--- config.mk ---
export PLATFORM = sky130hd
export DESIGN_NAME = puzzle_seq_ctrl_flat
export DESIGN_NICKNAME = d
export VERILOG_FILES = /design/src/rtl/puzzle_seq_ctrl_if.sv /design/src/rtl/puzzle_seq_ctrl.sv /design/src/flat_wrapper.sv
export SDC_FILE = /design/constraint.sdc
export NUM_CORES = 1
export LEC_CHECK = 0
export BUFFER_PORTS_ARGS = -buffer_cell sky130_fd_sc_hd__buf_2
export CORE_AREA = 4 4 75 77
export DETAILED_ROUTE_END_ITERATION = 10
export DIE_AREA = 0 0 79 81
export PLACE_DENSITY = 0.82
export SLEW_MARGIN = 10
export SYNTH_ARGS = -nofsm -noshare
export SYNTH_HDL_FRONTEND = slang
export SYNTH_SLANG_ARGS = --single-unit
--- constraint.sdc ---
create_clock -name clk -period 5.8 [get_ports clk]
set_clock_uncertainty 0.1 [all_clocks]
set_input_delay 0 -clock clk [delete_from_list [all_inputs] [get_ports clk]]
set_output_delay 0 -clock clk [all_outputs]
set_load 0.01 [all_outputs]
--- src/rtl/puzzle_seq_ctrl_if.sv ---
`timescale 1ns/1ps
// Sequencer-side bus of the 8-puzzle solver core: instruction ROM port plus
// the valid/ready issue channel towards the register/ALU datapath.
interface puzzle_seq_ctrl_if;
   logic [5:0]  pc;
   logic [15:0] op_in;
   logic        dp_valid;
   logic [15:0] dp_op;
   logic        dp_ready;
   logic        dp_flag;
   logic        dp_flag_we;

   modport master (
      output pc, dp_valid, dp_op,
      input  op_in, dp_ready, dp_flag, dp_flag_we
   );

   modport slave (
      input  pc, dp_valid, dp_op,
      output op_in, dp_ready, dp_flag, dp_flag_we
   );
endinterface

--- src/rtl/puzzle_seq_ctrl.sv ---
`timescale 1ns/1ps
// Instruction sequencer for the 8-puzzle solver: PC/IR, JMP/JNZ resolution, datapath issue.
// Optional macro SINGLE_STEP_EN adds step/step_wait so each fetch waits for a step pulse.
module puzzle_seq_ctrl #(
   parameter logic [4:0] OPC_JMP = 5'd30,
   parameter logic [4:0] OPC_JNZ = 5'd31,
   parameter int         CNT_W   = 16
) (
   input  logic             clk,
   input  logic             rst_n,
   input  logic             start,
`ifdef SINGLE_STEP_EN
   input  logic             step,
   output logic             step_wait,
`endif
   puzzle_seq_ctrl_if.master bus,
   output logic             busy,
   output logic             done,
   output logic [CNT_W-1:0] instr_cnt
);

   typedef enum logic [2:0] {S_IDLE, S_FETCH, S_EXEC, S_ISSUE, S_DONE} state_t;

   state_t           state;
   state_t           state_nxt;
   logic [5:0]       pc;
   logic [15:0]      ir;
   logic [15:0]      dp_op;
   logic             dp_valid;
   logic             flag;
   logic [CNT_W-1:0] cnt;
   logic             fetch_go;
   logic             is_jmp;
   logic             is_jnz;
   logic             halt;
   logic [5:0]       tgt;

   function automatic logic [CNT_W-1:0] sat_inc(input logic [CNT_W-1:0] v);
      return (&v) ? v : v + CNT_W'(1);
   endfunction

`ifdef SINGLE_STEP_EN
   assign fetch_go = step;
`else
   assign fetch_go = 1'b1;
`endif

   // Only the opcode and target fields are decoded; other IR bits pass through untouched.
   assign tgt    = ir[5:0];
   assign is_jmp = (ir[15:11] == OPC_JMP);
   assign is_jnz = (ir[15:11] == OPC_JNZ);
   assign halt   = is_jmp && (tgt == pc);

   always_ff @(posedge clk or negedge rst_n) begin
      if (!rst_n) begin
         state <= S_IDLE;
      end else begin
         state <= state_nxt;
      end
   end

   always_comb begin
      state_nxt = state;
      case (state)
         S_IDLE, S_DONE: if (start) state_nxt = S_FETCH;
         S_FETCH:        if (fetch_go) state_nxt = S_EXEC;
         S_EXEC: begin
            if (halt)                  state_nxt = S_DONE;
            else if (is_jmp || is_jnz) state_nxt = S_FETCH;
            else                       state_nxt = S_ISSUE;
         end
         S_ISSUE:        if (bus.dp_ready) state_nxt = S_FETCH;
         default:        state_nxt = S_IDLE;
      endcase
   end

   always_comb begin
      busy     = (state == S_FETCH) || (state == S_EXEC) || (state == S_ISSUE);
      done     = (state == S_DONE);
      dp_valid = (state == S_ISSUE);
`ifdef SINGLE_STEP_EN
      step_wait = (state == S_FETCH) && !step;
`endif
   end

   // Architectural state: pc, ir, issued op, condition flag and retire counter.
   always_ff @(posedge clk or negedge rst_n) begin
      if (!rst_n) begin
         pc    <= '0;
         ir    <= '0;
         dp_op <= '0;
         flag  <= 1'b0;
         cnt   <= '0;
      end else begin
         case (state)
            S_IDLE, S_DONE: begin
               if (start) begin
                  pc   <= '0;
                  flag <= 1'b0;
                  cnt  <= '0;
               end
            end
            S_FETCH: begin
               if (fetch_go) ir <= bus.op_in;
            end
            S_EXEC: begin
               if (is_jmp) begin
                  if (!halt) begin
                     pc  <= tgt;
                     cnt <= sat_inc(cnt);
                  end
               end else if (is_jnz) begin
                  pc  <= flag ? tgt : pc + 6'd1;
                  cnt <= sat_inc(cnt);
               end else begin
                  dp_op <= ir;
               end
            end
            S_ISSUE: begin
               if (bus.dp_ready) begin
                  if (bus.dp_flag_we) flag <= bus.dp_flag;
                  pc  <= pc + 6'd1;
                  cnt <= sat_inc(cnt);
               end
            end
            default: ;
         endcase
      end
   end

   assign bus.pc       = pc;
   assign bus.dp_op    = dp_op;
   assign bus.dp_valid = dp_valid;
   assign instr_cnt    = cnt;

endmodule
--- src/flat_wrapper.sv ---
// flat-port wrapper written by rule: the top's interface ports become plain ports
module puzzle_seq_ctrl_flat 
#(
   parameter logic [4:0] OPC_JMP = 5'd30,
   parameter logic [4:0] OPC_JNZ = 5'd31,
   parameter int         CNT_W   = 16
)
  (clk, rst_n, start, busy, done, instr_cnt, bus_pc, bus_dp_valid, bus_dp_op, bus_op_in, bus_dp_ready, bus_dp_flag, bus_dp_flag_we);
  puzzle_seq_ctrl_if bus_i ();
  input  logic clk;
  input  logic rst_n;
  input  logic start;
  output logic busy;
  output logic done;
  output logic [CNT_W-1:0] instr_cnt;
  output wire logic [$bits(bus_i.pc)-1:0] bus_pc;
  output wire logic [$bits(bus_i.dp_valid)-1:0] bus_dp_valid;
  output wire logic [$bits(bus_i.dp_op)-1:0] bus_dp_op;
  input wire logic [$bits(bus_i.op_in)-1:0] bus_op_in;
  input wire logic [$bits(bus_i.dp_ready)-1:0] bus_dp_ready;
  input wire logic [$bits(bus_i.dp_flag)-1:0] bus_dp_flag;
  input wire logic [$bits(bus_i.dp_flag_we)-1:0] bus_dp_flag_we;
  assign bus_pc = bus_i.pc;
  assign bus_dp_valid = bus_i.dp_valid;
  assign bus_dp_op = bus_i.dp_op;
  assign bus_i.op_in = bus_op_in;
  assign bus_i.dp_ready = bus_dp_ready;
  assign bus_i.dp_flag = bus_dp_flag;
  assign bus_i.dp_flag_we = bus_dp_flag_we;
  puzzle_seq_ctrl #(.OPC_JMP(OPC_JMP), .OPC_JNZ(OPC_JNZ), .CNT_W(CNT_W)) u_core (.clk(clk), .rst_n(rst_n), .start(start), .bus(bus_i), .busy(busy), .done(done), .instr_cnt(instr_cnt));
endmodule
# After elaboration in Yosys (flattened, before gate mapping)
# Cells that the tools add are included.
word_totals:
  ff_bits: 58
  inputBits: 22
  output_inout_bits: 41
  elab_cells: 58
op_classes:
  add_sub_neg: 2
  eq_ne: 12
  muxes: 23
  n_bitwise: 2
  reduce_logical: 13
op_table:
  columns: ["op", "n"]
  rows:
  - ["$mux W16", 6]
  - ["$pmux W16 S3", 1]
  - ["$mux W6", 6]
  - ["$pmux W6 S3", 1]
  - ["$add A16 B1 Y16 const B", 1]
  - ["$reduce_and A16 Y1", 1]
  - ["$pmux W3 S4", 1]
  - ["$eq A5 B5 Y1 const B", 2]
  - ["$mux W3", 3]
  - ["$add A6 B1 Y6 const B", 1]
  - ["$eq A3 B2 Y1 const B", 2]
  - ["$eq A6 B6 Y1", 1]
  - ["$reduce_and A5 Y1", 1]
  - ["$ne A2 B1 Y1 const B", 2]
  - ["$reduce_and A4 Y1", 1]
  - ["$eq A3 B1 Y1 const B", 1]
  - ["$eq A3 B3 Y1 const B", 1]
  - ["$logic_not A3 Y1", 1]
  - ["$logic_or A1 B1 Y1", 3]
  - ["$mux W1", 3]
  - ["$ne A3 B1 Y1 const B", 1]
  - ["$ne A3 B3 Y1 const B", 1]
  - ["$reduce_and A3 Y1", 1]
  - ["$reduce_bool A3 Y1", 1]
  - ["8 further kinds", 9]

# Longest topological paths before layout
# Gate-level depths: netlist (run 1).
logic_depth:
  word_depth: 5
  ltp_mapped: 8
  ltp_nobuf: 7

# Worst setup path before layout (run 1)
# No wires, ideal clock.
synth_path:
  kind: "register to register"
  from: "register u_core.cnt[0] (netlist: u_core.instr_cnt[0])"
  to: "register u_core.cnt[6] (netlist: u_core.instr_cnt[6])"
  setup_time_ns: 0.095
  arrival_time_ns: 1.649
  required_ns: 5.605
  path_slack_ns: 3.955
  stages_incl_launch_ff: 9
  n_path_buf: 1
  period_less_slack_ns: 1.845
  path_cell_list: "dfrtp_1 > ha_1 > nand3_1 > nor3_1 > nand2_1 > nand3_2 > buf_2 > o21ai_0 > o31ai_1"
synth_between:
  elab_chain_len: 5
  word_cells_on_any_way: 8
  cone_classes: "add/sub (1); mux (6); reduce/logical (1)"
synth_rtl:
  columns: ["element", "line", "text"]
  rows:
  - ["from (decl)", "puzzle_seq_ctrl.sv:31", "logic [CNT_W-1:0] cnt;"]
  - ["from (signal assigned)", "puzzle_seq_ctrl.sv:110", "cnt <= sat_inc(cnt);"]
  - ["from (signal assigned)", "puzzle_seq_ctrl.sv:114", "cnt <= sat_inc(cnt);"]
  - ["from (signal assigned)", "puzzle_seq_ctrl.sv:123", "cnt <= sat_inc(cnt);"]
  - ["$add A16 B1 Y16 or $reduce_and A16 Y1 (tied branches)", "puzzle_seq_ctrl.sv:39", "return (&v) ? v : v + CNT_W'(1);"]
  - ["$mux W16 *", "puzzle_seq_ctrl.sv:39", null]
  - ["$mux W16 (on tied branches)", "puzzle_seq_ctrl.sv:112, puzzle_seq_ctrl.sv:108", null]
  - ["$mux W16", "puzzle_seq_ctrl.sv:107", "if (is_jmp) begin"]
  - ["$pmux W16 S3 *", "puzzle_seq_ctrl.sv:95", "case (state)"]
# Every way passes the cells marked *; elsewhere a longest branch is shown, timed or not. The select of a mux whose other input is x is not followed.
# A chain may end at the register's enable or synchronous reset.

# Worst setup path after layout (run 1)
layout_path:
  from: "register u_core.state[1]"
  to: "register u_core.cnt[12] (netlist: u_core.instr_cnt[12])"
layout_between:
  elab_chain_len: 4
  word_cells_on_any_way: 12
  cone_classes: "eq/ne (7); mux (1); reduce/logical (4)"
layout_rtl:
  columns: ["element", "line", "text"]
  rows:
  - ["from (decl)", "puzzle_seq_ctrl.sv:24", "state_t state;"]
  - ["from (signal assigned)", "puzzle_seq_ctrl.sv:58", "state <= state_nxt;"]
  - ["$eq A3 B3 Y1 or $logic_not A3 Y1 (tied branches)", "puzzle_seq_ctrl.sv:95", null]
  - ["$reduce_or A2 Y1", "puzzle_seq_ctrl.sv:95", null]
  - ["$ne A2 B2 Y1 (no source line) or $reduce_bool A3 Y1 (tied branches)", null, null]
  - ["$reduce_and A5 Y1 (no source line)", null, null]
# Several ways; a longest one is shown, not always the timed one.

==> out/metrics.csv, run 1 <==
stage,metric,value,unit
status,status,"complete, no violations",
clock_tree,cts-hold-fix-buffers,21,
power_and_ir_drop,power_leakage,1.660,nW
cells_and_area,area_growth,27.91,%
floorplanning,initial_core_util,0.5522,
critical_path,crit_chain,"nor2b_2, nand2b_4, o211ai_4, nand3_2, or3_1, a21oi_1",
critical_path,worstSetupStartpointType,register,
floorplanning,core,5010,um^2
cells_and_area,nets,364,
job,cap_viol_max_count,0,
timing,min_period_over_period,0.3928,
global_routing,grt_use_total,0.2242,
timing,finalCriticalPeriod,2.278,ns
synth,ys_warn_count,0,
global_routing,antenna_found_initial,0,
clock_tree,cts_buffer_depth,2,
timing,finalHoldViolCount,0,
critical_path,critical_path.slowest_cell,nor2b_2,
routing,drc,0,
synth,synth.net_count,278,
timing,tightest_slew,0.7112,ns
routing,wl,6388,um
synth,synth_enable_flop_cells,0,
synth,synthArstFlopShare,1.000,
place,place.gp.congestion,0.8138,
synth,netlist_instances,254,
synth,syn_area_per_cell,10.89,um^2
timing,relSlewSlack,0.5259,
power_and_ir_drop,worst_ir_drop_vdd,0.2987,mV
global_routing,grt_remaining_overflow,0,
synth,ys_types,43,
power_and_ir_drop,power_density,497.1,nW/um^2
clock_tree,htreeDepth,3,
critical_path,critical_path_class,register to register,
synth,syn_area,2766,um^2
synth,yosysSeqAreaShare,0.5246,
synth,yosys-top-cells-area,"dfrtp_1 (52%), mux2_2 (9.8%), nand2_1 (3.8%)",
timing,drv_slew,0,
routing,dr.pass1.iters,4,
clock_tree,clk_latency,0.33,ns
clock_tree,cts_buffers,9,
timing,rsz0062_at_grt,no,
synth,synth_seq_cells,58,
synth,synth_most_common_cell,dfrtp_1,
critical_path,cp_num_buf_inv,0,
synth,netlist.top_cell.by_area,dfrtp_1,
synth,synth_top_area_frac,0.5246,
global_routing,grt_max_degree,59,
routing,drt_iter0_drc,111,
routing,ant_nets,0,
place,dp_cells,378,
global_routing,grt_pass1_vias,2378,
cells_and_area,fillers,404,
timing,finalSetupViolations,0,
place,port_buffers,62,
floorplanning,dieWidth,79,um
clock_tree,cts_tree,built,
floorplanning,die_h,81,um
critical_path,path_max_fanout,18,
cells_and_area,drive_gt1_frac,0.3188,
clock_tree,cts.sinks,58,
clock_tree,clk_pin_slew,0.07,ns
clock_tree,post-cts-setup-buffers,0,
floorplanning,dieArea,6399,um^2
critical_path,worst-endpoint-required,5.95,ns
cells_and_area,n_antenna_cell,0,
clock_tree,cts_root_buf,clkbuf_8,
timing,setup_tns,0,ns
synth,ys.flop_type,dfrtp_1,
timing,whs,0.2410,ns
routing,viasPerCell,5.540,
critical_path,end_kind,register,
critical_path,arrival,2.43,ns
critical_path,cpPeakStageDelay,0.46,ns
synth,synth_commonest_cells,"dfrtp_1 (58), nand2_1 (28), mux2_2 (24)",
critical_path,path_delay_family,simple AND/OR/NAND/NOR gates,
clock_tree,ctsResizeCount,0,
place,dp_hpwl,4278,um
floorplanning,ios,63,
global_routing,grt_pass1_wl,11010,um
floorplanning,rows,26,
cells_and_area,fin_cells,415,
routing,dr_total_vias,2299,
routing,drt-wirelength-per-cell,15.39,um
min_path,hold_class,input port to asynchronous set/reset pin,
timing,clock.fmax,439.0,MHz
[sequential cells by signal, indices dropped and copies added, names as in the netlist]
signal            count
u_core.bus.dp_op     16
u_core.bus.pc         6
u_core.ir            16
u_core.state          3
u_core.flag           1
u_core.instr_cnt     16
[per-stage QoR]
step / cell area (um^2) / total power [mW] / util / setup WS, ns
2_1_floorplan: 2766 / 1.150 / - / 3.955
3_3_place_gp: 3118 / 1.322 / 0.6224 / 3.641
3_5_place_dp: 3118 / 1.348 / 0.6224 / 3.545
4_1_cts: 3538 / 1.769 / 0.7063 / 3.524
5_1_grt: 3538 / 1.891 / 0.7063 / 3.328
6_report: 3538 / 1.759 / 0.7063 / 3.522
[layout by cell type (no fill, tap or decap), types with 2 or more instances in the layout]
cell,n
o21ai_0,18
nor2_1,12
nor3_1,3
buf_2,62
o21ai_1,5
and2_1,5
and4_1,2
and3_1,5
nand3_1,14
a22o_1,2
clkinv_2,2
nand4_1,4
nand2_1,28
buf_4,2
clkbuf_1,2
or3_1,6
nor2b_1,2
xor2_1,7
dfrtp_1,58
clkbuf_8,9
dlygate4sd3_1,21
o31ai_1,6
a31oi_1,3
ha_1,2
o22a_1,3
a21oi_1,9
nand2b_1,3
mux2_2,24
bufinv_16,2
inv_1,5
a32o_1,3
[layout make-up]
type / count / area [um^2] / share of cell area
tap: 70 / 87.58 / 0.02475
clock inverter: 5 / 78.83 / 0.02228
inverter: 5 / 18.77 / 0.005304
sequential: 58 / 1451 / 0.4102
timing repair buffer: 85 / 535.5 / 0.1513
multi-input combinational: 181 / 1235 / 0.3490
clock buffer: 11 / 131.4 / 0.03713
[kinds of logic (layout without fill, tap and decap cells)]
family | count (synthesis) | in the layout | share of synthesized area
AO/OA/AOI/OAI | 58 | 58 | 0.1425
XOR/XNOR | 7 | 7 | 0.02216
adder cells (fa/ha/maj) | 2 | 2 | 0.009044
buffers and inverters | 15 | 106 | 0.02895
flip-flops | 58 | 58 | 0.5246
multiplexers | 24 | 24 | 0.09769
AND/OR/NAND/NOR | 90 | 90 | 0.1750
[path summary, 6_finish.rpt]
| path | startpoint | to | slack [ns] | cells after the start |
|---|---|---|---|---|
| setup / recovery | u_core.state[1] | u_core.instr_cnt[12] | 3.52 | 6 |
| hold / removal | rst_n | u_core.instr_cnt[7] | 0.24 | 3 |
| setup reg to reg | u_core.state[1] | u_core.instr_cnt[12] | 3.52 | 6 |
| hold reg to reg | u_core.ir[7] | u_core.bus.dp_op[7] | 0.38 | 2 |
| max in group asynchronous | rst_n | u_core.bus.pc[1] | 4.89 | 3 |
| min in group clk | bus_op_in[0] | u_core.ir[0] | 0.33 | 3 |
[where the power goes]
| part | total [mW] | switching (mW) | leakage (nW) | internal (mW) |
|---|---|---|---|---|
| logic | 0.657 | 0.342 | 0.829 | 0.315 |
| clock network | 0.400 | 0.158 | 0.107 | 0.241 |
| registers | 0.702 | 0.142 | 0.724 | 0.560 |
[routing by layer]
metal  routed length [um]  track usage  vias to the layer above
li1                     -            -                     1102
met1                 2591       0.2581                     1120
met2                 3284       0.3923                       64
met3                  399      0.05876                       13
met4                  112       0.1031                        0
met5                    0            0                        -
[tightest hold or removal path, delay by kind of cell]
family / cells / cell delay (ns)
buffers and inverters: 3 / 1.18
(Power assumes the default switching activity.)
==> inputs of run 2 (changes only) <==
ABC_AREA = 1   (was not set)
CORE_AREA = 4 4 86 88   (was 4 4 75 77)
DIE_AREA = 0 0 90 92   (was 0 0 79 81)
PLACE_DENSITY = 0.75   (was 0.82)
clock period = 1.9 ns   (was 5.8 ns; I/O delays follow)
==> out/metrics.csv, run 2 <==
stage,metric,value,unit,change
status,status,"complete, no violations",,
synth,netlist.top_cell.by_area,dfrtp_1,,
place,port_buffers,62,,unchanged
power_and_ir_drop,worst_ir_drop_vdd,1.087,mV,+260%
power_and_ir_drop,power_density,1504,nW/um^2,+200%
critical_path,path_max_fanout,16,,-2
clock_tree,cts.sinks,58,,unchanged
critical_path,arrival,1.97,ns,-0.46 ns
timing,finalHoldViolCount,0,,unchanged
synth,syn_area_per_cell,7.880,um^2,-28%
routing,viasPerCell,5.180,,-6.5%
timing,drv_slew,0,,unchanged
cells_and_area,n_antenna_cell,0,,unchanged
clock_tree,cts_buffers,9,,unchanged
critical_path,r2r_start,u_core.ir[13],,
floorplanning,dieWidth,90,um,+14%
floorplanning,ios,63,,unchanged
routing,dr.max_layer_used,met4,,
cells_and_area,mostFrequentLayoutCell,nand2_1,,
critical_path,cp_num_buf_inv,1,,+1
synth,muxShareOfSynthArea,0.05496,,-0.04273
synth,yosysSeqAreaShare,0.4427,,-0.08190
synth,ys.flop_type,dfrtp_1,,
clock_tree,clk_latency,0.35,ns,+0.02 ns
power_and_ir_drop,p_comb_frac,0.516,,+0.142
clock_tree,clk_pin_slew,0.07,ns,about the same
min_path,hold_class,input port to register,,
critical_path,cpPeakStageDelay,0.37,ns,-0.09 ns
critical_path,rr_worst_depth,9,,+3
place,dp_hpwl,5920,um,+38%
power_and_ir_drop,p_int,3.714,mW,+230%
critical_path,worstSetupStartpointType,register,,
synth,synth_most_common_cell,nand2_1,,
power_and_ir_drop,pwr-share-seq,0.305,,-0.094
critical_path,cpMostUsedCell,nand2_1,,
critical_path,timing.rr.end,u_core.instr_cnt[8],,
power_and_ir_drop,power_leakage,2.236,nW,+35%
routing,drt_iter0_drc,260,,+130%
global_routing,grt_remaining_overflow,0,,unchanged
min_path,hold_depth,5,,
clock_tree,htreeDepth,3,,unchanged
place,dp_cells,577,,+53%
floorplanning,core,6644,um^2,+33%
job,cap_viol_max_count,0,,unchanged
synth,synth_enable_flop_cells,0,,unchanged
cells_and_area,final_cell_mix,"nand2_1 (124), buf_2 (62), dfrtp_1 (58), nor2_1 (48), nand3_1 (39)",,
synth,syn_area,3278,um^2,+18%
cells_and_area,fin_cells,617,,+49%
clock_tree,cts_root_buf,clkbuf_8,,
synth,synthArstFlopShare,1.000,,unchanged
timing,clock.fmax,557.1,MHz,+27%
synth,ys_types,34,,-21%
synth,synth_fa_ha_area_frac,0.007634,,-0.001412
routing,dr_wl_met3,660,um,+65%
timing,relSlewSlack,0.5606,,+0.03466
synth,synth_commonest_cells,"nand2_1 (125), dfrtp_1 (58), nor2_1 (49)",,
routing,met2_length,4044,um,+23%
critical_path,crit_chain,"nand2_1, nor3_1, nand2_1, nor2_2, nand2_2, nand3_4, buf_12, nand2_1, nand2_1",,
timing,finalSetupViolations,0,,unchanged
routing,drt-wirelength-per-cell,13.55,um,-12%
place,place.gp.congestion,0.8941,,+9.9%
power_and_ir_drop,power_frac_clock,0.179,,-0.048
critical_path,end_kind,register,,
clock_tree,cts_buffer_depth,2,,unchanged
routing,dr.pass1.iters,6,,+2
critical_path,critical_path.slowest_cell,dfrtp_1,,
routing,wl,8361,um,+31%
synth,synth_top_family_by_area,simple AND/OR/NAND/NOR gates,,
cells_and_area,drive_gt1_frac,0.2980,,-0.02089
global_routing,grt_pass1_wl,14280,um,+30%
place,post-place-ws,-0.08092,ns,-3.626 ns
synth,yosys-top-cells-area,"dfrtp_1 (44%), nand2_1 (14%), nand3_1 (6.0%)",,
timing,tightest_slew,0.6592,ns,-0.05198 ns
floorplanning,dieArea,8280,um^2,+29%
routing,dr_total_vias,3196,,+39%
critical_path,cp-endpoint,u_core.instr_cnt[8],,
routing,ant_nets,0,,unchanged
timing,min_period_over_period,0.9447,,+0.5519
cells_and_area,area_growth,31.87,%,
clock_tree,cts_tree,built,,
floorplanning,initial_core_util,0.4934,,-0.05879
global_routing,grt_pass1_vias,3072,,+29%
global_routing,grt_max_degree,33,,-44%
synth,netlist_instances,416,,+64%
critical_path,worst-endpoint-required,2.08,ns,-3.87 ns
power_and_ir_drop,swShare,0.4288,,+0.06336
critical_path,r2r_slack,0.11,ns,-3.42 ns
global_routing,antenna_found_initial,0,,unchanged
synth,synth.net_count,440,,+58%
global_routing,grt_use_total,0.2113,,-0.01292
cells_and_area,fillers,559,,+38%
synth,synth_xor_area_frac,0.01336,,-0.008803
synth,synth_top_area_frac,0.4427,,-0.08190
timing,finalCriticalPeriod,1.795,ns,-0.4832 ns
cells_and_area,nets,556,,+53%
synth,synth_seq_cells,58,,unchanged
timing,timing.final.ws_setup,0.1051,ns,-3.417 ns
synth,synth_compound_area_frac,0.04198,,-0.1005
critical_path,critical_path_class,register to register,,
routing,met1_length,3525,um,+36%
synth,ys_warn_count,0,,unchanged
critical_path,path_delay_family,simple AND/OR/NAND/NOR gates,,
critical_path,path_depth,9,,+3
routing,drc,0,,unchanged
synth,synth-simple-area-share,0.3725,,+0.1975
floorplanning,rows,30,,+15%
floorplanning,die_h,92,um,+14%
power_and_ir_drop,switchingPower,2.789,mW,+330%
critical_path,crit_path_start,u_core.ir[13],,
run 2: what timing repair did:
action / 4_1_cts / 5_1_grt
buffers inserted: 1 / 3
endpoints found under the setup margin: 20 / 23
hold buffers: 20 / 0
pin swaps: 1 / 1
gates resized for setup: 1 / 2
hold endpoints to repair: 45 / 0
run 2: layout make-up:
class	instances	area (um^2)	share of cell area
Multi-Input combinational cell	309	1617	0.3740
Timing Repair Buffer	117	810.8	0.1876
Clock inverter	6	66.31	0.01534
Tap cell	80	100.1	0.02315
Sequential cell	58	1451	0.3357
Inverter	37	140.1	0.03242
Clock buffer	10	137.6	0.03184
run 2: worst min path at each step:
stage | from | slack, ns | to
2_1_floorplan | rst_n | -0.40 | u_core.bus.dp_op[0]
5_1_grt | start | 0.06 | u_core.state[2]
3_3_place_gp | rst_n | -0.05 | u_core.instr_cnt[9]
6_report | start | 0.02 | u_core.state[2]
3_5_place_dp | rst_n | -0.03 | u_core.instr_cnt[9]
4_1_cts | start | 0.002 | u_core.state[2]
run 2: per-layer routing:
layer,vias to the layer above,GRT usage
li1,1572,-
met3,14,0.05004
met4,0,0.08673
met1,1493,0.2718
met5,-,0
met2,117,0.3435
run 2: power by group through the flow:
stage	clock, mW	sequential [mW]	combinational, mW
2_1_floorplan	0	2.12	2.06
3_3_place_gp	0	1.98	3.06
3_5_place_dp	0	2.00	3.13
4_1_cts	1.18	1.98	3.27
5_1_grt	1.24	2.04	3.72
6_report	1.16	1.98	3.36
run 2: logic make-up after synthesis:
| family | count (synthesis) |
|---|---|
| AOI/OAI and AO/OA | 26 |
| xor gates and xnor gates | 5 |
| adders and majority gates | 2 |
| buffers and inverters | 49 |
| DFF | 58 |
| muxes | 16 |
| and+or+nand+nor | 260 |
run 2: per-stage QoR:
step           hold WS, ns    util  area, um^2  setup TNS (ns)  power, mW
6_report           0.01654  0.6507        4323               0      6.503
5_1_grt            0.05574  0.6507        4323       -0.006352      7.005
4_1_cts           0.002169  0.6465        4295               0      6.436
3_5_place_dp      -0.03486  0.5821        3867         -0.7949      5.136
3_3_place_gp      -0.05264  0.5821        3867        -0.05059      5.047
2_1_floorplan      -0.3956       -        3278               0      4.183
run 2: worst min-delay path: stages:
cell	delay (ns)
buf_2	0.08
or2_4	0.12
nand2_1	0.06
inv_1	0.09
a21oi_1	0.07
